<file path="src/rtl/dead_time_bridge_pkg.sv">
// Shared types and constants for the dead-time bridge and its leg controllers.
package dead_time_bridge_pkg;

  // Per-leg controller state, also exported on the debug bus.
  typedef enum logic [1:0] {
    ST_OFF   = 2'd0,
    ST_HI_ON = 2'd1,
    ST_LO_ON = 2'd2,
    ST_DEAD  = 2'd3
  } leg_state_t;

  // What the command word asks of one leg.
  typedef enum logic [1:0] {
    REQ_NONE    = 2'd0,
    REQ_HI      = 2'd1,
    REQ_LO      = 2'd2,
    REQ_ILLEGAL = 2'd3
  } req_t;

  // Leg indices into the command / gate / busy vectors.
  localparam int LEG_A = 0;
  localparam int LEG_B = 1;

  // Decode one (high, low) command pair into a leg request.
  function automatic req_t decode_req(input logic hi, input logic lo);
    req_t r;
    case ({hi, lo})
      2'b10:   r = REQ_HI;
      2'b01:   r = REQ_LO;
      2'b11:   r = REQ_ILLEGAL;
      default: r = REQ_NONE;
    endcase
    return r;
  endfunction

endpackage

</file>
<file path="src/rtl/dead_time_bridge_if.sv">
// Bus between the command generator / supervisor and the dead-time bridge.
// All signals are level-sampled every clock; there is no valid/ready
// handshake, a command is simply the current value of i_MOS_cmd.
interface dead_time_bridge_if #(
  parameter int DT_WIDTH = 8
);
  logic [3:0]          i_MOS_cmd;
  logic [DT_WIDTH-1:0] i_deadtime;
  logic                i_enable;
  logic                i_fault_clr;
  logic [3:0]          o_MOSFET;
  logic                o_fault;
  logic [1:0]          o_busy;
  logic [3:0]          o_dbg_state;   // {leg B state, leg A state}

  // Side that issues commands and observes the gates.
  modport master (
    output i_MOS_cmd, i_deadtime, i_enable, i_fault_clr,
    input  o_MOSFET, o_fault, o_busy, o_dbg_state
  );

  // The bridge itself.
  modport slave (
    input  i_MOS_cmd, i_deadtime, i_enable, i_fault_clr,
    output o_MOSFET, o_fault, o_busy, o_dbg_state
  );
endinterface

</file>
<file path="src/rtl/dead_time_bridge_dt_leg.sv">
// One bridge leg: state machine, dead-time down-counter and gate registers.
// Gates only change together with the state, so high and low are never on
// in the same cycle and every turn-on is preceded by a full dead interval.
module dt_leg
  import dead_time_bridge_pkg::*;
#(
  parameter int DT_WIDTH = 8,
  parameter int DT_MIN   = 1
) (
  input  logic                clk_i,
  input  logic                rst_ni,
  input  logic                req_hi_i,
  input  logic                req_lo_i,
  input  logic [DT_WIDTH-1:0] deadtime_i,
  input  logic                enable_i,
  input  logic                force_off_i,
  output logic                gate_hi_o,
  output logic                gate_lo_o,
  output logic                busy_o,
  output leg_state_t          state_o
);

  leg_state_t          state_q;
  logic [DT_WIDTH-1:0] cnt_q;
  logic                gate_hi_q;
  logic                gate_lo_q;
  logic                busy_q;

  req_t                req;
  logic [DT_WIDTH-1:0] dt_load;

  assign req = decode_req(req_hi_i, req_lo_i);

  // Programmed dead time, raised to the enforced minimum.
  assign dt_load = (deadtime_i < DT_WIDTH'(DT_MIN)) ? DT_WIDTH'(DT_MIN) : deadtime_i;

  // Leg FSM: disable and fault win over everything, otherwise walk the
  // OFF -> DEAD -> ON -> DEAD cycle. The counter holds the number of dead
  // cycles still to spend including the current one, so leaving DEAD when
  // it reads 1 gives exactly dt_load cycles with both gates low.
  always_ff @(posedge clk_i or negedge rst_ni) begin
    if (!rst_ni) begin
      state_q   <= ST_OFF;
      cnt_q     <= '0;
      gate_hi_q <= 1'b0;
      gate_lo_q <= 1'b0;
      busy_q    <= 1'b0;
    end else if (!enable_i || force_off_i) begin
      state_q   <= ST_OFF;
      cnt_q     <= '0;
      gate_hi_q <= 1'b0;
      gate_lo_q <= 1'b0;
      busy_q    <= 1'b0;
    end else begin
      case (state_q)
        ST_OFF: begin
          if (req == REQ_HI || req == REQ_LO) begin
            state_q <= ST_DEAD;
            cnt_q   <= dt_load;
            busy_q  <= 1'b1;
          end
        end
        ST_HI_ON: begin
          if (req != REQ_HI) begin
            state_q   <= ST_DEAD;
            cnt_q     <= dt_load;
            gate_hi_q <= 1'b0;
            busy_q    <= 1'b1;
          end
        end
        ST_LO_ON: begin
          if (req != REQ_LO) begin
            state_q   <= ST_DEAD;
            cnt_q     <= dt_load;
            gate_lo_q <= 1'b0;
            busy_q    <= 1'b1;
          end
        end
        ST_DEAD: begin
          if (cnt_q <= DT_WIDTH'(1)) begin
            cnt_q  <= '0;
            busy_q <= 1'b0;
            case (req)
              REQ_HI: begin
                state_q   <= ST_HI_ON;
                gate_hi_q <= 1'b1;
              end
              REQ_LO: begin
                state_q   <= ST_LO_ON;
                gate_lo_q <= 1'b1;
              end
              default: state_q <= ST_OFF;
            endcase
          end else begin
            cnt_q <= cnt_q - 1'b1;
          end
        end
        default: begin
          state_q   <= ST_OFF;
          cnt_q     <= '0;
          gate_hi_q <= 1'b0;
          gate_lo_q <= 1'b0;
          busy_q    <= 1'b0;
        end
      endcase
    end
  end

  assign gate_hi_o = gate_hi_q;
  assign gate_lo_o = gate_lo_q;
  assign busy_o    = busy_q;
  assign state_o   = state_q;

endmodule

</file>
<file path="src/rtl/dead_time_bridge.sv">
// Dead-time bridge: registers the raw MOSFET command word and enable, keeps
// the sticky illegal-command fault, and maps the word onto two leg
// controllers (A = bits 0/2, B = bits 1/3; low nibble half is high side).
module dead_time_bridge
  import dead_time_bridge_pkg::*;
#(
  parameter int DT_WIDTH = 8,
  parameter int DT_MIN   = 1
) (
  input  logic          i_CLK,
  input  logic          i_RSTn,
  dead_time_bridge_if.slave bus
);

  logic [3:0] cmd_q;
  logic       en_q;
  logic       fault_q;
  logic       fault_d;
  logic       illegal;

  logic [1:0] gate_hi;
  logic [1:0] gate_lo;
  logic [1:0] busy;
  leg_state_t state_a;
  leg_state_t state_b;

  // Either leg asking for both switches at once.
  assign illegal = (cmd_q[LEG_A] & cmd_q[LEG_A+2]) | (cmd_q[LEG_B] & cmd_q[LEG_B+2]);

  // Sticky fault: a new illegal command beats a simultaneous clear.
  always_comb begin
    fault_d = fault_q;
    if (bus.i_fault_clr) fault_d = 1'b0;
    if (illegal)         fault_d = 1'b1;
  end

  // Input stage and fault flag.
  always_ff @(posedge i_CLK or negedge i_RSTn) begin
    if (!i_RSTn) begin
      cmd_q   <= 4'b0000;
      en_q    <= 1'b0;
      fault_q <= 1'b0;
    end else begin
      cmd_q   <= bus.i_MOS_cmd;
      en_q    <= bus.i_enable;
      fault_q <= fault_d;
    end
  end

  dt_leg #(
    .DT_WIDTH (DT_WIDTH),
    .DT_MIN   (DT_MIN)
  ) u_leg_a (
    .clk_i       (i_CLK),
    .rst_ni      (i_RSTn),
    .req_hi_i    (cmd_q[LEG_A]),
    .req_lo_i    (cmd_q[LEG_A+2]),
    .deadtime_i  (bus.i_deadtime),
    .enable_i    (en_q),
    .force_off_i (fault_q),
    .gate_hi_o   (gate_hi[LEG_A]),
    .gate_lo_o   (gate_lo[LEG_A]),
    .busy_o      (busy[LEG_A]),
    .state_o     (state_a)
  );

  dt_leg #(
    .DT_WIDTH (DT_WIDTH),
    .DT_MIN   (DT_MIN)
  ) u_leg_b (
    .clk_i       (i_CLK),
    .rst_ni      (i_RSTn),
    .req_hi_i    (cmd_q[LEG_B]),
    .req_lo_i    (cmd_q[LEG_B+2]),
    .deadtime_i  (bus.i_deadtime),
    .enable_i    (en_q),
    .force_off_i (fault_q),
    .gate_hi_o   (gate_hi[LEG_B]),
    .gate_lo_o   (gate_lo[LEG_B]),
    .busy_o      (busy[LEG_B]),
    .state_o     (state_b)
  );

  assign bus.o_MOSFET    = {gate_lo, gate_hi};
  assign bus.o_fault     = fault_q;
  assign bus.o_busy      = busy;
  assign bus.o_dbg_state = {state_b, state_a};

endmodule

</file>
<file path="src/flat_wrapper.sv">
// flat-port wrapper written by rule: the top's interface ports become plain ports
module dead_time_bridge_flat import dead_time_bridge_pkg::*;
#(
  parameter int DT_WIDTH = 8,
  parameter int DT_MIN   = 1
)
  (i_CLK, i_RSTn, bus_i_MOS_cmd, bus_i_deadtime, bus_i_enable, bus_i_fault_clr, bus_o_MOSFET, bus_o_fault, bus_o_busy, bus_o_dbg_state);
  dead_time_bridge_if #(.DT_WIDTH(DT_WIDTH)) bus_i ();
  input  logic i_CLK;
  input  logic i_RSTn;
  input wire logic [$bits(bus_i.i_MOS_cmd)-1:0] bus_i_MOS_cmd;
  input wire logic [$bits(bus_i.i_deadtime)-1:0] bus_i_deadtime;
  input wire logic [$bits(bus_i.i_enable)-1:0] bus_i_enable;
  input wire logic [$bits(bus_i.i_fault_clr)-1:0] bus_i_fault_clr;
  output wire logic [$bits(bus_i.o_MOSFET)-1:0] bus_o_MOSFET;
  output wire logic [$bits(bus_i.o_fault)-1:0] bus_o_fault;
  output wire logic [$bits(bus_i.o_busy)-1:0] bus_o_busy;
  output wire logic [$bits(bus_i.o_dbg_state)-1:0] bus_o_dbg_state;
  assign bus_i.i_MOS_cmd = bus_i_MOS_cmd;
  assign bus_i.i_deadtime = bus_i_deadtime;
  assign bus_i.i_enable = bus_i_enable;
  assign bus_i.i_fault_clr = bus_i_fault_clr;
  assign bus_o_MOSFET = bus_i.o_MOSFET;
  assign bus_o_fault = bus_i.o_fault;
  assign bus_o_busy = bus_i.o_busy;
  assign bus_o_dbg_state = bus_i.o_dbg_state;
  dead_time_bridge #(.DT_WIDTH(DT_WIDTH), .DT_MIN(DT_MIN)) u_core (.i_CLK(i_CLK), .i_RSTn(i_RSTn), .bus(bus_i));
endmodule
</file>
<file path="config.mk">
export PLATFORM = sky130hd
export DESIGN_NAME = dead_time_bridge_flat
export DESIGN_NICKNAME = d
export VERILOG_FILES = /design/src/rtl/dead_time_bridge_pkg.sv /design/src/rtl/dead_time_bridge_if.sv /design/src/rtl/dead_time_bridge_dt_leg.sv /design/src/rtl/dead_time_bridge.sv /design/src/flat_wrapper.sv
export SDC_FILE = /design/constraint.sdc
export NUM_CORES = 1
export LEC_CHECK = 0
export ABC_AREA = 1
export ABC_CLOCK_PERIOD_IN_PS = 1700
export CORE_UTILIZATION = 35
export CTS_BUF_LIST = sky130_fd_sc_hd__clkbuf_4
export CTS_CLUSTER_SIZE = 30
export DETAILED_ROUTE_END_ITERATION = 8
export HOLD_SLACK_MARGIN = 0.1
export PLACE_DENSITY = 0.52
export REMOVE_ABC_BUFFERS = 1
export SYNTH_ARGS = -nofsm -noshare
export SYNTH_HDL_FRONTEND = slang
export SYNTH_SLANG_ARGS = --single-unit
</file>
<file path="constraint.sdc">
create_clock -name i_CLK -period 1.7 [get_ports i_CLK]
set_input_delay 0.425 -clock i_CLK [delete_from_list [all_inputs] [get_ports i_CLK]]
set_output_delay 0.425 -clock i_CLK [all_outputs]
set_load 0.01 [all_outputs]
</file>
**After elaboration in Yosys (flattened, before gate mapping)**

Cells that the tools add are included.

- Input port bits: 16
- Register bits: 32

- Mux-type cells: 63
- Bitwise operators: 3
- Reduce and logical (&&, ||, !) cells: 19
- Equal/unequal tests: 32
- $lt $le $gt $ge: 3
- $add $sub $neg: 2

Operators by type and width:

| operator | count |
|---|---|
| 8-bit 2-to-1 mux | 11 |
| 8-bit one-hot mux with 4 select lines | 2 |
| 1-bit 2-to-1 mux | 28 |
| 4-bit AND reduction | 6 |
| 2-bit equality test, second input constant | 10 |
| 2-bit 2-to-1 mux | 10 |
| 3-bit by 2-bit != test with 1-bit output, second input constant | 6 |
| 3-bit != test, second input constant | 6 |
| 8-bit by 1-bit <= comparator with 1-bit output, second input constant | 2 |
| 2-bit one-hot mux with 4 select lines | 2 |
| 8-bit by 1-bit subtractor with 8-bit output, second input constant | 2 |
| 2-bit by 1-bit equality test with 1-bit output, second input constant | 6 |
| 2-bit one-hot mux with 3 select lines | 2 |
| 3-bit nonzero test | 4 |
| 8-bit by 1-bit less-than comparator with 1-bit output, second input constant | 1 |
| 1-bit one-hot mux with 2 select lines | 4 |
| 1-bit one-hot mux with 4 select lines | 2 |
| 2-bit one-hot mux with 2 select lines | 2 |
| 3-bit AND reduction | 2 |
| 2-bit zero test | 2 |
| 2-bit by 1-bit != test with 1-bit output, second input constant | 2 |
| 2-bit != test, second input constant | 2 |
| 1-bit logical OR | 3 |
| 1-bit AND | 2 |
| 3 further kinds | 3 |

**Depth between registers and ports, before layout**

Gate-level depths: netlist of run 1.

- Depth after elaboration: 7
- Gate-level depth with buffers: 11
- Mapped depth without buffers: 11

**Modules after synthesis**

From an unflattened synthesis of run 1, not the netlist that was laid out.

- Cells, all modules: 302
- Area, all modules: 2193.4 um^2

By module, submodules not included:

| module | cells each | sequential area each (um^2) | area each (um^2) | times used |
|---|---|---|---|---|
| dt_leg at u_core.u_leg_b | 141 | 325.3 | 1056.0 | 1 |
| dt_leg at u_core.u_leg_a | 150 | 325.3 | 959.7 | 1 |
| dead_time_bridge | 11 | 150.1 | 177.7 | 1 |

**Worst setup path before layout of run 1**

Ideal clock, no wire load.

- Kind: reg-to-reg
- Start point: reg u_core.cmd_q[1]
- End point: reg u_core.u_leg_b.cnt_q[5]
- Path slack: 319 ps
- Arrival: 1259 ps
- Period minus slack after synthesis: 1381 ps
- Library setup time: 121 ps
- Cell stages (with the launch flop): 9
- Buffers on the path: 0
- Path through: dfrtp_1 > inv_1 > ha_1 > inv_1 > nor2_1 > o21ai_1 > nand2_1 > nor2_1 > a21oi_1

- Cells in the longest elaborated chain, start to end: 6
- Elaborated cells between the ends (all ways): 13

Ends and longest elaborated chain:

| item | RTL line | RTL |
|---|---|---|
| from (decl) | dead_time_bridge.sv:15 | `logic [3:0] cmd_q;` |
| from (signal assigned) | dead_time_bridge.sv:44 | `cmd_q <= bus.i_MOS_cmd;` |
| 2-bit equality test / 2-bit by 1-bit equality test with 1-bit output (equally long branches) | dead_time_bridge_pkg.sv:27 | `case ({hi, lo})` |
| 2-bit one-hot mux with 3 select lines * | dead_time_bridge_pkg.sv:27 |  |
| 2-bit by 1-bit equality test with 1-bit output / 2-bit equality test (equally long branches) | dead_time_bridge_dt_leg.sv:57 | `if (req == REQ_HI \|\| req == REQ_LO) begin` |
| 1-bit logical OR | dead_time_bridge_dt_leg.sv:57 |  |
| 3-bit by 2-bit != test with 1-bit output (no source line) | n/a |  |
| 3-bit AND reduction (no source line) * | n/a |  |
| to (signal assigned) | dead_time_bridge_dt_leg.sv:59 | `cnt_q <= dt_load;` |
| to (signal assigned) | dead_time_bridge_dt_leg.sv:66 | `cnt_q <= dt_load;` |
| to (signal assigned) | dead_time_bridge_dt_leg.sv:74 | `cnt_q <= dt_load;` |
| to (decl) | dead_time_bridge_dt_leg.sv:24 | `logic [DT_WIDTH-1:0] cnt_q;` |

Every way passes the cells marked *; elsewhere a longest branch is shown, timed or not.
A chain may end at the register's enable or synchronous reset.

**Worst setup path after layout of run 1**

- Start point: reg u_core.u_leg_b.gate_lo_q, in the netlist u_core.u_leg_b.gate_lo_o
- End point: out bus_o_MOSFET[3]

RTL lines:

| item | RTL line | RTL |
|---|---|---|
| from (decl) | dead_time_bridge_dt_leg.sv:26 | `logic gate_lo_q;` |
| from (signal assigned) | dead_time_bridge_dt_leg.sv:46 | `gate_lo_q <= 1'b0;` |
| from (signal assigned) | dead_time_bridge_dt_leg.sv:52 | `gate_lo_q <= 1'b0;` |
| from (signal assigned) | dead_time_bridge_dt_leg.sv:75 | `gate_lo_q <= 1'b0;` |
| to (decl) | flat_wrapper.sv:15 | `output wire logic [$bits(bus_i.o_MOSFET)-1:0] bus_o_MOSFET;` |

No word-level cell between the ends.

==> run_results.csv, run 1 <==
group,metric,value,unit
critical_path,endpoint_kind,"output pin",
cts,cts_max_level,2,
sta,fmax,0.607,GHz
critical_path,crit_path_start_kind,"register",
critical_path,crit_slowest_cell,"clkdlybuf4s50_1",
global_route,grt_max_degree,33,
die,fp-row-count,28,
global_route,grtUsageMet3,3.98,%
route,post-route-drc-count,0,
sta,fin_setup_tns,0,ps
cells_and_area,fin_nets,377,
die,die_w,80.4,um
route,routedWlPerCell,11.7,um
route,ant_nets,0,
critical_path,crit_required,1270,ps
sta,clock_skew,8.71,ps
die,pin_count,27,
sta,hold_viol_final,0,
route,wirelength,4.98,mm
cells_and_area,n_antenna_cell,0,
sta,period_minus_slack,1650,ps
cts,cts_root_buffer,"clkbuf_4",
synth,synth.distinct_cells,22,
critical_path,critPathKind,"reg -> out",
sta,setup_viol,0,
die,start_util,36.4,%
sta,worst_pin_slew,307,ps
route,drt_iter0_markers,158,
critical_path,path_buf_inv,1,
synth,syn_area_per_cell,6.79,um^2
critical_path,max_stage_delay,530,ps
die,die_area,0.00647,mm^2
power,fin_total_pwr,1.92,mW
sta,maxSlewHeadroom,79.5,%
die,core_region_area,0.00592,mm^2
global_route,antenna_found_initial,0,
cells_and_area,area_growth,21.1,%
global_route,grt.overflow.total,0,
critical_path,crit_fanout,2,
critical_path,worstPathArrival,1220,ps
cts,cts_buffers,5,
outcome,status,"finished clean",
sta,rsz0062_at_grt,"no",
power,p_leak,1.44,nW
global_route,use_met1,24.1,%
synth,ys_ff_latch,32,
synth,synth_area,0.00215,mm^2
global_route,grtUsageMet2,27.5,%
cts,tritoncts,"built",
global_route,gr-usage-all-layers,17.7,%
critical_path,cp_top_family,"buffers and inverters",
synth,seq_area_frac_synth,37.2,%
critical_path,crit_chain,"clkdlybuf4s50_1",
route,dr.pass1.iters,4,
placement,dp_hpwl,3.71,mm
power,power_density,736,mW/mm^2
placement,gp_congestion,0.796,
sta,slew_viol_final,0,
synth,syn_inst,317,
route,viasPerCell,4.65,
cells_and_area,drive_gt1_share,10.3,%
sta,hold_ws,442,ps
flow_run,max_cap_viol_count,0,
die,die_y,80.4,um
cts,clkLatencyLatePin,340,ps
sta,post-route-period-util,96.9,%
cts,clk_pin_slew,110,ps
power,peakVddDrop,349,uV
cts,clock_sinks,32,
route,via_count,1981,
global_route,grt_pass1_vias,1966,
synth,ys_warn_count,0,
cts,postCtsHoldBufs,0,
global_route,grt_pass1_wl,8.76,mm
global_route,grt_busiest_layer,"met2",
placement,port_buffers,26,
cts,clockBufferDepth,2,
hold_path,hold_class,"in -> async",
## cell usage after synthesis
master	instances	area (um^2)
nand4_1	1	6.26
nor2_4	3	33.8
nand2_2	1	6.26
nor2_1	72	270
nand2_1	73	274
o211ai_1	4	30.0
a21oi_1	16	80.1
inv_1	41	154
dfrtp_1	32	801
buf_4	6	45.0
nand3_1	21	105
nand2_4	2	22.5
o21ai_0	12	60.1
o21bai_1	1	7.51
xor2_1	4	35.0
inv_4	1	6.26
o31ai_1	1	7.51
ha_1	10	125
inv_2	6	22.5
nor2_2	5	31.3
o21ai_1	4	20.0
nand3_2	1	10.0
## final cells by class
cell class / count / area, um^2
repair buffers: 33 / 340
clock buffers: 5 / 37.5
clock inverters: 2 / 7.51
fillers: 626 / 3310
flip-flops and latches: 32 / 803
well taps: 75 / 93.8
inverters: 48 / 183
multi-input cells: 231 / 1140
## flip-flops by register name, summed over array words and instances (netlist names)
signal	count
u_core.u_leg_b.cnt_q	8
u_core.bus.o_fault	1
u_core.u_leg_b.gate_hi_o	1
u_core.u_leg_b.gate_lo_o	1
u_core.u_leg_a.busy_o	1
u_core.u_leg_a.cnt_q	8
u_core.cmd_q	4
u_core.u_leg_b.state_o	2
u_core.u_leg_a.state_o	2
u_core.u_leg_b.busy_o	1
u_core.u_leg_a.gate_lo_o	1
u_core.u_leg_a.gate_hi_o	1
u_core.en_q	1
## final timing paths
kind / cells past startpoint / startpoint / endpoint / slack [ps]
max: 1 / u_core.u_leg_b.gate_lo_o / bus_o_MOSFET[3] / 50
min: 2 / i_RSTn / u_core.u_leg_b.state_o[1] / 440
min reg2reg: 2 / u_core.u_leg_a.gate_hi_o / u_core.u_leg_a.gate_hi_o / 490
max in group asynchronous: 2 / i_RSTn / u_core.u_leg_b.state_o[0] / 1070
min in group i_CLK: 2 / u_core.u_leg_a.gate_hi_o / u_core.u_leg_a.gate_hi_o / 490
max reg2reg: 11 / u_core.u_leg_b.cnt_q[0] / u_core.u_leg_b.cnt_q[1] / 170
## per-stage QoR
step	cells	setup slack, ps	utilization, %	cell area (um^2)
after CTS	426	5.99	43.4	2570
final	426	52.9	44.0	2610
after global routing	426	6.98	44.0	2610
after detailed placement	415	113	42.2	2500
after floorplan	311	319	-	2110
after global placement	415	118	42.2	2500
## layout by cell type, fill, tap and decap left out, types with 5 or more instances in the layout
| cell type | Yosys | routed |
|---|---|---|
| a21oi_1 | 16 | 16 |
| nand2_1 | 73 | 71 |
| o21ai_1 | 4 | 5 |
| inv_2 | 6 | 6 |
| buf_4 | 6 | 6 |
| inv_1 | 41 | 41 |
| o21ai_0 | 12 | 11 |
| nor2_4 | 3 | 5 |
| clkdlybuf4s50_1 | 0 | 17 |
| ha_1 | 10 | 10 |
| dfrtp_1 | 32 | 30 |
| nor2_1 | 72 | 71 |
| nand3_1 | 21 | 21 |
| clkbuf_4 | 0 | 5 |
| dlymetal6s2s_1 | 0 | 7 |
## logic make-up after synthesis
| group | after synthesis | share of synthesized area [%] |
|---|---|---|
| AO/OA/AOI/OAI | 38 | 9.53 |
| buffers and inverters | 54 | 10.6 |
| adder cells (fa/ha/maj) | 10 | 5.81 |
| XOR/XNOR | 4 | 1.63 |
| AND/OR/NAND/NOR | 179 | 35.3 |
| flip-flops | 32 | 37.2 |
## power breakdown
group          total (mW)  internal (mW)  switching (mW)
logic               0.611          0.241           0.370
clock network       0.417          0.144           0.272
registers           0.890          0.826          0.0641
total                1.92           1.21           0.707
## per-layer routing
| layer | share of wire (%) | up-vias |
|---|---|---|
| met4 | 1.2 | 0 |
| met1 | 50 | 881 |
| met3 | 5.3 | 7 |
| met2 | 43 | 42 |
| met5 | 0 | - |
| li1 | - | 1051 |
## repair_timing
action / 4_1_cts / 5_1_grt
gates resized for setup: 4 / 13
setup endpoints to repair: 5 / 22
setup buffers: 4 / 0
No activity file was read; power rests on OpenSTA's default activity.
==> run 2: changes to the inputs <==
--- a/config.mk
+++ b/config.mk
@@ -7,6 +7,7 @@
 export LEC_CHECK = 0
 export ABC_AREA = 1
 export ABC_CLOCK_PERIOD_IN_PS = 1700
+export CORE_MARGIN = 4
 export CORE_UTILIZATION = 35
 export CTS_BUF_LIST = sky130_fd_sc_hd__clkbuf_4
 export CTS_CLUSTER_SIZE = 30
==> run_results.csv, run 2 (same netlist as run 1, synthesis figures left out) <==
group,metric,value,unit
sta,maxSlewHeadroom,79.4,%
cts,clk_pin_slew,110,ps
cts,cts_buffers,5,
cells_and_area,area_growth,21.8,%
route,viasPerCell,4.68,
cells_and_area,drive_gt1_share,10.5,%
power,p_leak,1.44,nW
sta,setup_viol,0,
power,pwr-share-seq,42.9,%
cts,clockBufferDepth,2,
die,die_y,86.4,um
route,ant_nets,0,
cells_and_area,final_cell_count_no_fill,427,
global_route,grtUsageMet2,22.7,%
critical_path,reg2reg_depth,11,
cells_and_area,n_antenna_cell,0,
cts,tritoncts,"built",
die,start_util,36.2,%
critical_path,crit_start,"u_core.u_leg_b.cnt_q[0]",
placement,dp_cells,415,
die,die_area,0.00747,mm^2
critical_path,endpoint_kind,"register",
sta,period_minus_slack,1560,ps
sta,slew_viol_final,0,
critical_path,r2r_start,"u_core.u_leg_b.cnt_q[0]",
placement,gp_congestion,0.837,
sta,hold_viol_final,0,
power,power.internal,1.36,mW
flow_run,max_cap_viol_count,0,
critical_path,endpoint,"u_core.u_leg_b.cnt_q[1]",
power,p_sw,0.714,mW
cts,cts_root_buffer,"clkbuf_4",
route,wirelength,5.13,mm
cells_and_area,reg_top3,"u_core.u_leg_a.cnt_q x8, u_core.u_leg_b.cnt_q x8, u_core.cmd_q x4",
global_route,gr-usage-all-layers,14.7,%
global_route,grt_busiest_layer,"met2",
critical_path,worstPathArrival,1800,ps
global_route,grt_pass1_vias,1932,
power,swShare,34.4,%
cts,clkLatencyLatePin,340,ps
critical_path,crit_fanout,5,
global_route,grt.overflow.total,0,
power,power_density,793,mW/mm^2
outcome,status,"finished clean",
global_route,use_met1,20.0,%
sta,fmax,0.642,GHz
route,drt_iter0_markers,65,
cts,postCtsHoldBufs,0,
route,via_count,1997,
global_route,grtUsageMet3,3.71,%
hold_path,hold_class,"in -> async",
critical_path,crit_path_start_kind,"register",
cells_and_area,fin_nets,377,
critical_path,timing.rr.end,"u_core.u_leg_b.cnt_q[1]",
critical_path,crit_required,1940,ps
route,routedWlPerCell,12.0,um
placement,placed_area,0.00250,mm^2
cells_and_area,layout_commonest_cell,"nor2_1",
global_route,antenna_found_initial,0,
placement,port_buffers,26,
route,dr.pass1.iters,4,
cells_and_area,final_cell_mix,"nor2_1 (72), nand2_1 (71), inv_1 (41), dfrtp_1 (30), nand3_1 (21)",
sta,fin_setup_tns,0,ps
die,die_w,86.4,um
global_route,grt_pass1_wl,8.72,mm
sta,worst_pin_slew,309,ps
power,peakVddDrop,431,uV
cells_and_area,postLayoutCellArea,0.00262,mm^2
sta,post-route-period-util,91.7,%
power,clkPwrFrac,28.2,%
critical_path,r2r_slack,140,ps
die,pin_count,27,
placement,dp_hpwl,3.89,mm
sta,rsz0062_at_grt,"no",
die,core_region_area,0.00596,mm^2
global_route,grt_max_degree,33,
cts,cts_max_level,2,
critical_path,critPathKind,"reg -> reg",
die,fp-row-count,28,
cts,clock_sinks,32,
power,combPwrFrac,28.9,%
route,post-route-drc-count,0,
sta,clock_skew,7.99,ps
## run 2: power by group through the flow
stage               combinational (mW)  clock (mW)  sequential (mW)
global route                     0.694       0.640            0.902
finish                           0.602       0.585            0.892
CTS                              0.601       0.608            0.892
global placement                 0.583           0            0.914
floorplan                        0.386           0            0.905
detailed placement               0.582           0            0.914
## run 2: per-stage QoR
| step | setup WS, ps | power (mW) | utilization (%) | hold WS (ps) |
|---|---|---|---|---|
| 4_1_cts | 2.42 | 2.10 | 43.6 | 435 |
| 3_3_place_gp | 174 | 1.50 | 41.9 | 482 |
| 3_5_place_dp | 170 | 1.50 | 41.9 | 485 |
| 5_1_grt | 3.15 | 2.24 | 44.0 | 430 |
| 6_report | 142 | 2.08 | 44.0 | 438 |
| 2_1_floorplan | 319 | 1.29 | - | 129 |
## run 2: metal layers
layer	vias up	share of wire (%)
li1	1045	-
met1	907	51
met2	36	42
met3	9	4.9
met4	0	1.5
met5	-	0
## run 2: worst min path at each step
| stage | end | depth (start not counted) | slack, ps |
|---|---|---|---|
| 2_1_floorplan | u_core.bus.o_fault | 0 | 130 |
| 3_3_place_gp | u_core.u_leg_a.busy_o | 2 | 480 |
| 3_5_place_dp | u_core.u_leg_a.gate_hi_o | 2 | 490 |
| 4_1_cts | u_core.u_leg_b.gate_lo_o | 2 | 440 |
| 5_1_grt | u_core.cmd_q[2] | 2 | 430 |
| 6_report | u_core.u_leg_b.gate_lo_o | 2 | 440 |
## run 2: cell type report
| cell class | instances | area (um^2) |
|---|---|---|
| Timing Repair Buffer | 33 | 330 |
| Clock buffer | 5 | 37.5 |
| Inverter | 48 | 183 |
| Clock inverter | 3 | 37.5 |
| Multi-Input combinational cell | 231 | 1140 |
| Sequential cell | 32 | 803 |
| Fill cell | 644 | 3330 |
| Tap cell | 75 | 93.8 |
## run 2: repair_timing
item,CTS,global route
setup endpoints to repair,7,11
gates resized for setup,8,9
gates cloned,0,0
buffers inserted,4,0
## run 2: worst max-delay path: stages, from the launching register on
cell and delay [ps]:
dfrtp_1 400, inv_1 130, ha_2 230, inv_1 50
nand2_1 60, nand2_1 50, nor2_1 250, nor2_4 90
nand2_1 70, nand2_1 40, nand2_1 50, nand2_1 40
==> run 3: changes to the inputs <==
--- a/config.mk
+++ b/config.mk
@@ -14,6 +14,7 @@
 export DETAILED_ROUTE_END_ITERATION = 8
 export HOLD_SLACK_MARGIN = 0.1
 export PLACE_DENSITY = 0.52
+export RECOVER_POWER = 50
 export REMOVE_ABC_BUFFERS = 1
 export SYNTH_ARGS = -nofsm -noshare
 export SYNTH_HDL_FRONTEND = slang
==> run_results.csv, run 3 (same netlist as run 1, synthesis figures left out) <==
group,metric,value,unit
cells_and_area,seq_area,803,um^2
die,die_area,0.00747,mm^2
power,p_sw,0.715,mW
route,drt_iter0_markers,65,
sta,post-route-period-util,91.7,%
critical_path,crit_fanout,5,
sta,period_minus_slack,1560,ps
critical_path,cpMostUsedCell,"nand2_1",
flow_run,max_cap_viol_count,0,
cells_and_area,reg_top3,"u_core.u_leg_a.cnt_q x8, u_core.u_leg_b.cnt_q x8, u_core.cmd_q x4",
critical_path,crit_required,1940,ps
global_route,grt_max_degree,33,
sta,hold_viol_final,0,
critical_path,timing.rr.end,"u_core.u_leg_b.cnt_q[1]",
global_route,gr-usage-all-layers,14.7,%
sta,worst_pin_slew,844,ps
die,fp-row-count,28,
critical_path,cp_top_family,"simple AND/OR/NAND/NOR gates",
outcome,status,"finished clean",
global_route,grt_pass1_vias,1932,
power,power_density,795,mW/mm^2
route,wirelength,5.13,mm
cts,clock_sinks,32,
critical_path,reg2reg_depth,11,
power,power.internal,1.36,mW
cells_and_area,area_growth,21.1,%
cells_and_area,fillers,646,
critical_path,crit_path_start_kind,"register",
placement,placed_area,0.00250,mm^2
route,via_count,1998,
route,routedWlPerCell,12.0,um
critical_path,r2r_start,"u_core.u_leg_b.cnt_q[0]",
cells_and_area,layout_commonest_cell,"nor2_1",
critical_path,critPathKind,"reg -> reg",
cts,cts_root_buffer,"clkbuf_4",
cells_and_area,n_antenna_cell,0,
critical_path,endpoint,"u_core.u_leg_b.cnt_q[1]",
critical_path,cp_num_cells,11,
sta,clock_skew,7.91,ps
route,dr.pass1.iters,4,
sta,rsz0062_at_grt,"no",
cells_and_area,drive_gt1_share,10.5,%
power,p_leak,1.44,nW
cts,postCtsHoldBufs,0,
cts,cts_max_level,2,
critical_path,max_stage_delay,400,ps
die,pin_count,27,
critical_path,path_buf_inv,2,
route,post-route-drc-count,0,
placement,gp_congestion,0.837,
cts,tritoncts,"built",
global_route,antenna_found_initial,0,
sta,slew_viol_final,0,
cells_and_area,postLayoutCellArea,0.00261,mm^2
sta,fin_setup_tns,0,ps
cts,clkLatencyLatePin,340,ps
power,combPwrFrac,28.7,%
cts,clockBufferDepth,2,
cells_and_area,final_util,43.8,%
global_route,grt.overflow.total,0,
die,die_y,86.4,um
critical_path,crit_start,"u_core.u_leg_b.cnt_q[0]",
power,swShare,34.5,%
sta,setup_viol,0,
cells_and_area,final_cell_mix,"nor2_1 (72), nand2_1 (71), inv_1 (41), dfrtp_1 (30), nand3_1 (21)",
die,die_w,86.4,um
die,core_region_area,0.00596,mm^2
power,peakVddDrop,433,uV
cts,cts_buffers,5,
cts,clk_pin_slew,110,ps
critical_path,r2r_slack,140,ps
critical_path,worstPathArrival,1800,ps
hold_path,hold_class,"reg -> reg",
cells_and_area,multi_input_area,0.00114,mm^2
route,ant_nets,0,
critical_path,crit_chain,"inv_1 > ha_2 > inv_1 > nand2_1 > nand2_1 > nor2_1 > nor2_4 > nand2_1 > nand2_1 > nand2_1 > nand2_1",
power,pwr-share-seq,43.0,%
power,clkPwrFrac,28.3,%
critical_path,crit_slowest_cell,"dfrtp_1",
cells_and_area,fin_nets,377,
critical_path,endpoint_kind,"register",
sta,fmax,0.642,GHz
placement,dp_hpwl,3.89,mm
global_route,grt_pass1_wl,8.72,mm
placement,port_buffers,26,
sta,maxSlewHeadroom,43.7,%
die,start_util,36.2,%
route,viasPerCell,4.68,
==> run 3: cell count changes in the layout (fill, tap and decap cells not counted) <==
cell / previous run / this run
buf_12: 1 / 0
clkbuf_2: 0 / 1
clkdlybuf4s50_1: 15 / 9
dlygate4sd3_1: 0 / 6
==> run 3: cell type report <==
| cell class | count | share of cell area (%) |
|---|---|---|
| Clock buffer | 5 | 1.44 |
| Tap cell | 75 | 3.60 |
| Sequential cell | 32 | 30.8 |
| Timing Repair Buffer | 33 | 12.1 |
| Multi-Input combinational cell | 231 | 43.6 |
| Clock inverter | 3 | 1.44 |
| Inverter | 48 | 7.01 |
==> run 3: power groups by stage <==
| stage | clock network (mW) | logic [mW] | registers (mW) |
|---|---|---|---|
| 2_1_floorplan | 0 | 0.386 | 0.905 |
| 6_report | 0.586 | 0.594 | 0.892 |
| 4_1_cts | 0.608 | 0.601 | 0.892 |
| 5_1_grt | 0.640 | 0.687 | 0.902 |
| 3_3_place_gp | 0 | 0.583 | 0.914 |
| 3_5_place_dp | 0 | 0.582 | 0.914 |
==> run 3: repair_timing <==
item,4_1_cts,5_1_grt
setup endpoints to repair,7,11
pin swaps,0,0
resized for setup,8,9
buffers inserted,4,0
hold endpoints to repair,0,0
==> run 3: layer usage <==
layer	share of wire [%]	up-vias	track usage (%)
met5	0	-	0
met4	1.5	0	5.10
met3	4.9	9	3.71
met2	43	36	22.7
met1	51	909	20.0
li1	-	1044	-
==> run 3: per-stage QoR <==
| stage | instances | worst slack (ps) | hold slack (ps) | total power [mW] |
|---|---|---|---|---|
| after floorplan | 311 | 319 | 129 | 1.29 |
| after global placement | 415 | 174 | 482 | 1.50 |
| after detailed placement | 415 | 170 | 485 | 1.50 |
| after CTS | 427 | 2.42 | 435 | 2.10 |
| after global routing | 427 | 3.15 | 556 | 2.23 |
| final | 427 | 142 | 501 | 2.07 |
==> run 3: worst min path at each step <==
stage | startpoint | to | depth (start not counted)
3_3_place_gp | u_core.u_leg_a.busy_o | u_core.u_leg_a.busy_o | 2
5_1_grt | u_core.u_leg_a.busy_o | u_core.u_leg_a.busy_o | 2
4_1_cts | i_RSTn | u_core.u_leg_b.gate_lo_o | 2
2_1_floorplan | i_RSTn | u_core.bus.o_fault | 0
3_5_place_dp | u_core.u_leg_a.gate_hi_o | u_core.u_leg_a.gate_hi_o | 2
6_report | u_core.u_leg_a.gate_hi_o | u_core.u_leg_a.gate_hi_o | 2
==> run 3: tightest hold or removal path, delay by kind of cell, from the launching register on <==
family | cells | cell delay (ps)
flip-flops | 1 | 360
AO/OA/AOI/OAI | 1 | 60
AND/OR/NAND/NOR | 1 | 50
